$ cat config.mk
export PLATFORM = sky130hd
export DESIGN_NAME = fetch_stage_flat
export DESIGN_NICKNAME = d
export VERILOG_FILES = /design/src/rtl/fetch_stage_if.sv /design/src/rtl/fetch_stage.sv /design/src/flat_wrapper.sv
export SDC_FILE = /design/constraint.sdc
export NUM_CORES = 1
export LEC_CHECK = 0
export CAP_MARGIN = 20
export CORE_MARGIN = 3
export CORE_UTILIZATION = 68
export DETAILED_ROUTE_END_ITERATION = 8
export DONT_BUFFER_PORTS = 1
export PLACE_DENSITY = 0.81
export SLEW_MARGIN = 20
export SYNTH_ARGS = -nofsm -noshare
export SYNTH_HDL_FRONTEND = slang
export SYNTH_SLANG_ARGS = --single-unit
export TNS_END_PERCENT = 100
$ cat constraint.sdc
create_clock -name clk -period 6.05 [get_ports clk]
set_input_delay 1.21 -clock clk [delete_from_list [all_inputs] [get_ports clk]]
set_output_delay 1.21 -clock clk [all_outputs]
set_load 0.005 [all_outputs]
$ cat src/rtl/fetch_stage_if.sv
// Instruction-memory request/response bus: req/gnt handshake, then rvalid/rdata,
// with at most one request outstanding.
interface fetch_stage_if #(
  parameter int PC_W    = 64,
  parameter int INSTR_W = 32
);
  logic               imem_req;
  logic [PC_W-1:0]    imem_addr;
  logic               imem_gnt;
  logic               imem_rvalid;
  logic [INSTR_W-1:0] imem_rdata;

  modport master (
    output imem_req, imem_addr,
    input  imem_gnt, imem_rvalid, imem_rdata
  );

  modport slave (
    input  imem_req, imem_addr,
    output imem_gnt, imem_rvalid, imem_rdata
  );
endinterface

$ cat src/rtl/fetch_stage.sv
// Instruction-fetch stage: owns the PC, fetches one instruction at a time into IF/ID,
// parks early responses while stalled and squashes in-flight fetches on redirect.
module fetch_stage #(
  parameter int              PC_W     = 64,
  parameter int              INSTR_W  = 32,
  parameter logic [PC_W-1:0] RESET_PC = '0,
  parameter int              PC_STEP  = 4
) (
  input  logic               clk,
  input  logic               arst_n,
  input  logic               prevent_update_pc,
  input  logic               prevent_update_reg_IF_ID,
  input  logic               redirect_valid,
  input  logic [PC_W-1:0]    redirect_pc,
  fetch_stage_if.master      imem,
  output logic [PC_W-1:0]    IF_ID_pc,
  output logic [INSTR_W-1:0] IF_ID_instr,
  output logic               IF_ID_valid
);

  typedef enum logic [1:0] {
    S_FETCH,
    S_WAIT,
    S_HOLD,
    S_DRAIN
  } state_t;

  state_t             state_q;
  logic [PC_W-1:0]    pc_q;
  logic [INSTR_W-1:0] hold_q;
  logic [PC_W-1:0]    if_pc_q;
  logic [INSTR_W-1:0] if_instr_q;
  logic               if_valid_q;

  logic               stall;
  logic               deliver;
  logic [INSTR_W-1:0] deliver_word;
  logic [PC_W-1:0]    pc_inc_d;

  assign stall    = prevent_update_pc | prevent_update_reg_IF_ID;
  assign pc_inc_d = pc_q + PC_W'(PC_STEP);

  // A word reaches IF/ID either straight from memory or from the hold buffer.
  always_comb begin
    deliver      = 1'b0;
    deliver_word = '0;
    if (!redirect_valid && !stall) begin
      if (state_q == S_WAIT && imem.imem_rvalid) begin
        deliver      = 1'b1;
        deliver_word = imem.imem_rdata;
      end else if (state_q == S_HOLD) begin
        deliver      = 1'b1;
        deliver_word = hold_q;
      end
    end
  end

  assign imem.imem_req  = (state_q == S_FETCH) && arst_n;
  assign imem.imem_addr = pc_q;

  assign IF_ID_pc    = if_pc_q;
  assign IF_ID_instr = if_instr_q;
  assign IF_ID_valid = if_valid_q;

  always_ff @(posedge clk or negedge arst_n) begin
    if (!arst_n) begin
      state_q    <= S_FETCH;
      pc_q       <= RESET_PC;
      hold_q     <= '0;
      if_pc_q    <= '0;
      if_instr_q <= '0;
      if_valid_q <= 1'b0;
    end else if (redirect_valid) begin
      // Flush beats stall; any in-flight response becomes a DRAIN to be discarded.
      if_valid_q <= 1'b0;
      pc_q       <= redirect_pc;
      hold_q     <= '0;
      case (state_q)
        S_FETCH: state_q <= imem.imem_gnt    ? S_DRAIN : S_FETCH;
        S_WAIT:  state_q <= imem.imem_rvalid ? S_FETCH : S_DRAIN;
        S_HOLD:  state_q <= S_FETCH;
        S_DRAIN: state_q <= imem.imem_rvalid ? S_FETCH : S_DRAIN;
        default: state_q <= S_FETCH;
      endcase
    end else begin
      case (state_q)
        S_FETCH: if (imem.imem_gnt) state_q <= S_WAIT;
        S_WAIT: begin
          if (imem.imem_rvalid) begin
            if (stall) begin
              hold_q  <= imem.imem_rdata;
              state_q <= S_HOLD;
            end else begin
              state_q <= S_FETCH;
            end
          end
        end
        S_HOLD:  if (!stall) state_q <= S_FETCH;
        S_DRAIN: if (imem.imem_rvalid) state_q <= S_FETCH;
        default: state_q <= S_FETCH;
      endcase

      if (deliver) begin
        pc_q       <= pc_inc_d;
        if_pc_q    <= pc_q;
        if_instr_q <= deliver_word;
        if_valid_q <= 1'b1;
      end else if (!stall) begin
        if_valid_q <= 1'b0;
      end
    end
  end

endmodule

$ cat src/flat_wrapper.sv
// flat-port wrapper written by rule: the top's interface ports become plain ports
module fetch_stage_flat 
#(
  parameter int              PC_W     = 64,
  parameter int              INSTR_W  = 32,
  parameter logic [PC_W-1:0] RESET_PC = '0,
  parameter int              PC_STEP  = 4
)
  (clk, arst_n, prevent_update_pc, prevent_update_reg_IF_ID, redirect_valid, redirect_pc, IF_ID_pc, IF_ID_instr, IF_ID_valid, imem_imem_req, imem_imem_addr, imem_imem_gnt, imem_imem_rvalid, imem_imem_rdata);
  fetch_stage_if #(.PC_W(PC_W), .INSTR_W(INSTR_W)) imem_i ();
  input  logic clk;
  input  logic arst_n;
  input  logic prevent_update_pc;
  input  logic prevent_update_reg_IF_ID;
  input  logic redirect_valid;
  input  logic [PC_W-1:0] redirect_pc;
  output logic [PC_W-1:0] IF_ID_pc;
  output logic [INSTR_W-1:0] IF_ID_instr;
  output logic IF_ID_valid;
  output wire logic [$bits(imem_i.imem_req)-1:0] imem_imem_req;
  output wire logic [$bits(imem_i.imem_addr)-1:0] imem_imem_addr;
  input wire logic [$bits(imem_i.imem_gnt)-1:0] imem_imem_gnt;
  input wire logic [$bits(imem_i.imem_rvalid)-1:0] imem_imem_rvalid;
  input wire logic [$bits(imem_i.imem_rdata)-1:0] imem_imem_rdata;
  assign imem_imem_req = imem_i.imem_req;
  assign imem_imem_addr = imem_i.imem_addr;
  assign imem_i.imem_gnt = imem_imem_gnt;
  assign imem_i.imem_rvalid = imem_imem_rvalid;
  assign imem_i.imem_rdata = imem_imem_rdata;
  fetch_stage #(.PC_W(PC_W), .INSTR_W(INSTR_W), .RESET_PC(RESET_PC), .PC_STEP(PC_STEP)) u_core (.clk(clk), .arst_n(arst_n), .prevent_update_pc(prevent_update_pc), .prevent_update_reg_IF_ID(prevent_update_reg_IF_ID), .redirect_valid(redirect_valid), .redirect_pc(redirect_pc), .imem(imem_i), .IF_ID_pc(IF_ID_pc), .IF_ID_instr(IF_ID_instr), .IF_ID_valid(IF_ID_valid));
endmodule
# --- Yosys cells after proc, flatten, opt, wreduce, memory -nomap -nowiden ---
# Cells that the tools add are included.
# Widths: inputs -> output; s select.
word_totals:
  register_bits: 195
  out_inout_bits: 162
classes:
  mux: 25
  n_bitwise: 2
  n_reduce_logical: 14
  n_eq_ne: 8
  addsub: 1
ops:
  columns: ["cell", "count"]
  rows:
  - ["$mux 32", 7]
  - ["$mux 64", 2]
  - ["$add 64x3->64 const B", 1]
  - ["$mux 2", 8]
  - ["$ne 3x3->1 const B", 5]
  - ["$pmux 2 s4", 1]
  - ["$reduce_bool 2->1", 4]
  - ["$mux 1", 6]
  - ["$pmux 2 s3", 1]
  - ["$eq 2x2->1 const B", 2]
  - ["$reduce_and 4->1", 1]
  - ["$logic_and 1x1->1", 3]
  - ["$reduce_and 3->1", 1]
  - ["$eq 2x1->1 const B", 1]
  - ["$logic_not 1->1", 2]
  - ["$logic_not 2->1", 1]
  - ["$reduce_and 2->1", 1]
  - ["$reduce_or 2->1", 1]
  - ["$not 1->1", 1]
  - ["$or 1x1->1", 1]

# --- Depth between registers and ports, before layout ---
depth:
  depth_word: 6
  depth_mapped: 7
  mapped_depth_nobuf: 6

# --- Worst setup path after synthesis ---
# OpenSTA, ideal clock, no wires.
synth_path:
  path_type: "input-to-reg"
  startpoint: "input port prevent_update_reg_IF_ID"
  endpoint: "register u_core.if_pc_q[26] (netlist: u_core.IF_ID_pc[26])"
  stages: 6
  path_slack_ns: 3.077
  setup_time_ns: 0.125
  t_arrival_ns: 2.848
  path_cell_list: "or2_1 > buf_2 > a211oi_2 > clkbuf_1 > buf_2 > mux2_2"
synth_via:
  elab_chain_len: 5
synth_lines:
  columns: ["item", "line_no", "rtl"]
  rows:
  - ["start: declaration", "flat_wrapper.sv:14", "input logic prevent_update_reg_IF_ID;"]
  - ["$or 1x1->1", "fetch_stage.sv:40", "assign stall = prevent_update_pc | prevent_update_reg_IF_ID;"]
  - ["$logic_not 1->1", "fetch_stage.sv:47", "if (!redirect_valid && !stall) begin"]
  - ["$logic_and 1x1->1", "fetch_stage.sv:47", null]
  - ["$mux 1", "fetch_stage.sv:47", null]
  - ["$reduce_and 2->1 (no line)", null, null]
  - ["end signal: assignment", "fetch_stage.sv:105", "if_pc_q <= pc_q;"]
  - ["end: declaration", "fetch_stage.sv:31", "logic [PC_W-1:0] if_pc_q;"]
# Every way passes these cells.
# A chain may end at the register's enable or synchronous reset.

# --- Worst setup path in the final report ---
layout_path:
  startpoint: "input port prevent_update_reg_IF_ID"
  endpoint: "register u_core.pc_q[51] (netlist: u_core.imem.imem_addr[51])"
layout_via:
  elab_chain_len: 5
layout_lines:
  columns: ["item", "line_no", "rtl"]
  rows:
  - ["$or 1x1->1", "fetch_stage.sv:40", null]
  - ["$logic_not 1->1", "fetch_stage.sv:47", null]
  - ["$logic_and 1x1->1", "fetch_stage.sv:47", null]
  - ["$mux 1", "fetch_stage.sv:47", null]
  - ["$reduce_bool 2->1 (no line)", null, null]
  - ["end signal: assignment", "fetch_stage.sv:76", "pc_q <= redirect_pc;"]
  - ["end signal: assignment", "fetch_stage.sv:104", "pc_q <= pc_inc_d;"]
  - ["end: declaration", "fetch_stage.sv:29", "logic [PC_W-1:0] pc_q;"]
# Every way passes these cells.

==> summary.txt <==
STA
  • Final Critical Period: 3460 ps
  • Max frequency: roughly 290 MHz
  • Final Slew Violations: 0
  • Final Hold Fails: 0
  • Rel. slew slack: 42.7%
  • Clock skew: a little under 8 ps
  • Final period util: 57.2%
  • Final setup viols: 0
  • RSZ-0062 raised after global routing: false
  • Setup_tns: 0 ps
  • Worst Tran Pin Value: approximately 850 ps

Clock tree
  • Reg clk slew, reported paths: approximately 70 ps
  • Clock Sinks: just under 200
  • Post-CTS Setup Bufs: 0
  • TritonCTS Buffers: 17
  • Worst-Skew Late Latency: 440 ps
  • Max H-tree Level: 4
  • Clock root buffer: clkbuf_16
  • Hold buffers post-CTS: 0
  • Clock tree buffer depth: 2
  • CTS tree: built
  • Resized cells post-CTS: 0

Setup path
  • Worst EP arrival: 3820 ps
  • CP startpoint: prevent_update_reg_IF_ID
  • Reg2reg path depth: 5
  • Setup crit end kind: flop
  • Max stage delay on crit path: 830 ps
  • Slowest stage cell, crit path: a2111oi_4
  • Top delay family on crit path: simple AND/OR/NAND/NOR gates
  • Bufs and invs on worst path: 0
  • Worst-path fanout max: 13
  • CP Depth: 5
  • Cell Chain, Critical Path: or2_1 > a2111oi_4 > nand4_1 > or4_1 > a31oi_1
  • Kind of critical path: in2reg
  • Worst EP required: 6410 ps
  • R2R Path Start: u_core.state_q[0]
  • Worst Setup Start Kind: input pin

Synth
  • Synth Net Count: about 1000
  • Netlist Area Pre-Place: just over 0.009 mm^2
  • Flops & latches, synth: 195
  • Synth Flop Type: dfrtp_1
  • Largest family of logic cells by synthesized area: simple AND/OR/NAND/NOR gates
  • Syn Area/Cell: 10.1 um^2
  • Post-synthesis compound-gate area fraction: 13.0%
  • Cells after synthesis: around 900
  • Synth cell types: 48
  • Post-Synth Adder-Cell Area: less than 1%
  • Synthesis warning total: 0
  • EDFF count, synth: 0
  • Sequential share of the synthesized area: between 50% and 60%
  • Post-Synth Simple-Gate Area: about a fifth
  • Xor and xnor area share after synthesis: 3.25%
  • Asr flop ratio synth: 100%
  • Mux contribution to synthesized area: under 10%

Power and ir drop
  • Sequential Power Share: between 50% and 60%
  • Internal power: 2.59 mW
  • Share of total power in combinational logic: 17.4%
  • Switching Share: 32.4%
  • Cell Pwr Density: ~400 mW/mm^2
  • Lkg Pwr: ~3.8 nW
  • Psw: 1.24 mW
  • Maximum VDD drop: ~260 uV
  • Clk network pwr share: 28.1%

Floorplanning
  • Die area: around 0.015 mm^2
  • Die H: roughly 120 um
  • Io pins: between 200 and 300
  • Row cnt: 41
  • Starting Density: 71.2%
  • Core area: 0.0129 mm^2
  • Width of the die: roughly 120 um

Routing
  • Vias/cell: between 6 and 7
  • Wire per inst: roughly 23 um
  • Final ANT Viol Nets: 0
  • Routed wire length: ~25000 um
  • DRC viols: 0
  • Vias: ~7300
  • 1st-iter DRT viols: roughly 900
  • DR pass1 iterations: 6

Layout
  • Fillcell total: between 800 and 900
  • Fin nets: slightly below 1000
  • Design Area, Final: approximately 0.0098 mm^2
  • Ratio of cells with drive above 1 in the final layout: a little over an eighth
  • Diode count: 0
  • Area grow syn2layout: 6.88%
  • Util after Layout: about 76%

Placement
  • Hpwl dp: between 15000 and 20000 um
  • Routability congestion estimate: ~0.89
  • Area after DPL: approximately 0.0092 mm^2
  • I/O Buffers: 0

Global route
  • Total gr overflow: 0
  • Total track usage: 33.3%
  • Global-route wire length before repair: 38600 um
  • Vias in the first global route: 7289
  • Initial antenna violation count: 1
  • Largest net degree at the start of global routing: 197

Flow run
  • Max_cap viols: 0

Worst hold path
  • Worst min path class: in2async

Outcome
  • Outcome: complete, no violations
==> layout make-up <==
cell class	count	area [um^2]	share of cell area, %
flip-flops and latches	195	4880	49.8
multi-input cells	654	4080	41.6
clock buffers	18	429	4.38
well taps	172	215	2.20
clock inverters	14	134	1.37
repair buffers	4	42.5	0.434
inverters	6	22.5	0.230
==> power groups by stage <==
stage                     Sequential (mW)  Combinational (mW)  Clock (mW)
after floorplan                      1.97               0.564           0
after global placement               2.09               0.616           0
after detailed placement             2.12               0.660           0
after CTS                            2.09               0.664        1.08
after global routing                 2.14               0.739        1.14
final                                2.09               0.667        1.08
==> layout by cell type (no fill, tap or decap), types with 3 or more instances in the layout <==
master,instances
dfrtp_1,195
nor2b_1,8
clkbuf_16,17
nor2_1,65
xnor2_1,15
nand2_1,133
or3_1,7
a22oi_1,33
clkinvlp_4,4
clkinv_4,5
and3_1,7
xor2_1,19
nor3_1,14
nand3_1,37
mux2i_1,4
buf_4,3
o211ai_1,4
nor4_1,18
nand4_1,33
a31oi_1,16
o31ai_1,10
o21ai_0,41
a21oi_1,69
inv_1,6
mux2_2,68
or4_1,15
and4_1,4
==> cells by family after synthesis <==
family,count (synthesis)
compound gates,189
xor+xnor,34
fa+ha+maj,1
buf+inv,57
flops,195
mux,72
simple gates,358
==> worst reg2reg max path: cells and delay by family, from the launching register on <==
kind / cells / cell delay (ps)
DFF: 1 / 470
and+or+nand+nor: 3 / 1610
AOI/OAI and AO/OA: 2 / 1000
==> synth_stat cells (2+ instances only) <==
cell type | number | share of area [%]
a211o_1 | 2 | 0.19
inv_1 | 6 | 0.25
nand4_2 | 2 | 0.27
a221oi_1 | 2 | 0.19
and2_1 | 2 | 0.14
nor4_1 | 18 | 1.2
or3_1 | 7 | 0.48
nor4b_1 | 2 | 0.19
buf_2 | 9 | 0.49
xnor2_1 | 15 | 1.4
a221o_1 | 2 | 0.22
buf_1 | 2 | 0.082
nand3_1 | 37 | 2.0
and4_1 | 4 | 0.38
nor2_1 | 66 | 2.7
xor2_1 | 19 | 1.8
a2111oi_4 | 2 | 0.60
o31ai_1 | 10 | 0.82
nand2_1 | 134 | 5.5
nor2b_1 | 9 | 0.61
o211ai_1 | 4 | 0.33
o21ai_0 | 41 | 2.2
nor3_1 | 14 | 0.76
a211oi_1 | 2 | 0.16
mux2i_1 | 4 | 0.44
mux2_2 | 68 | 8.4
a22oi_1 | 33 | 2.7
or2_2 | 2 | 0.14
clkbuf_1 | 39 | 1.6
dfrtp_1 | 195 | 53
and3_1 | 7 | 0.48
o311ai_0 | 2 | 0.19
a21oi_1 | 69 | 3.8
nand4_1 | 33 | 2.3
or4_1 | 15 | 1.2
a31oi_1 | 16 | 1.1
==> registers in the layout, summed over array words and instances (netlist names) <==
signal	cells
u_core.hold_q	32
u_core.imem.imem_addr	64
u_core.IF_ID_valid	1
u_core.IF_ID_instr	32
u_core.IF_ID_pc	64
u_core.state_q	2
==> metrics by stage <==
| stage | total power [mW] | instances | worst slack, ps | hold slack [ps] |
|---|---|---|---|---|
| floorplan | 2.53 | 906 | 3080 | 502 |
| global placement | 2.71 | 1031 | 2260 | 504 |
| detailed placement | 2.78 | 1031 | 2170 | 510 |
| CTS | 3.84 | 1063 | 2650 | 456 |
| global route | 4.01 | 1063 | 2370 | 451 |
| finish | 3.83 | 1063 | 2590 | 465 |
==> final timing paths <==
kind | endpoint | slack [ps]
min in group clk | u_core.hold_q[1] | 520
worst min register to register | u_core.hold_q[1] | 520
max in group asynchronous | u_core.imem.imem_addr[5] | 5360
worst min-delay path | u_core.IF_ID_pc[54] | 470
worst max-delay path | u_core.imem.imem_addr[51] | 2590
worst max register to register | u_core.imem.imem_addr[51] | 2890
==> per-layer routing <==
| layer | up-vias | share of wire, % | GRT usage (%) |
|---|---|---|---|
| met4 | 2 | 3.0 | 13.9 |
| met2 | 442 | 48 | 53.4 |
| met5 | - | 0.052 | 0 |
| met3 | 73 | 12 | 11.5 |
| met1 | 3605 | 37 | 41.4 |
| li1 | 3221 | - | - |
(Power assumes the default switching activity.)
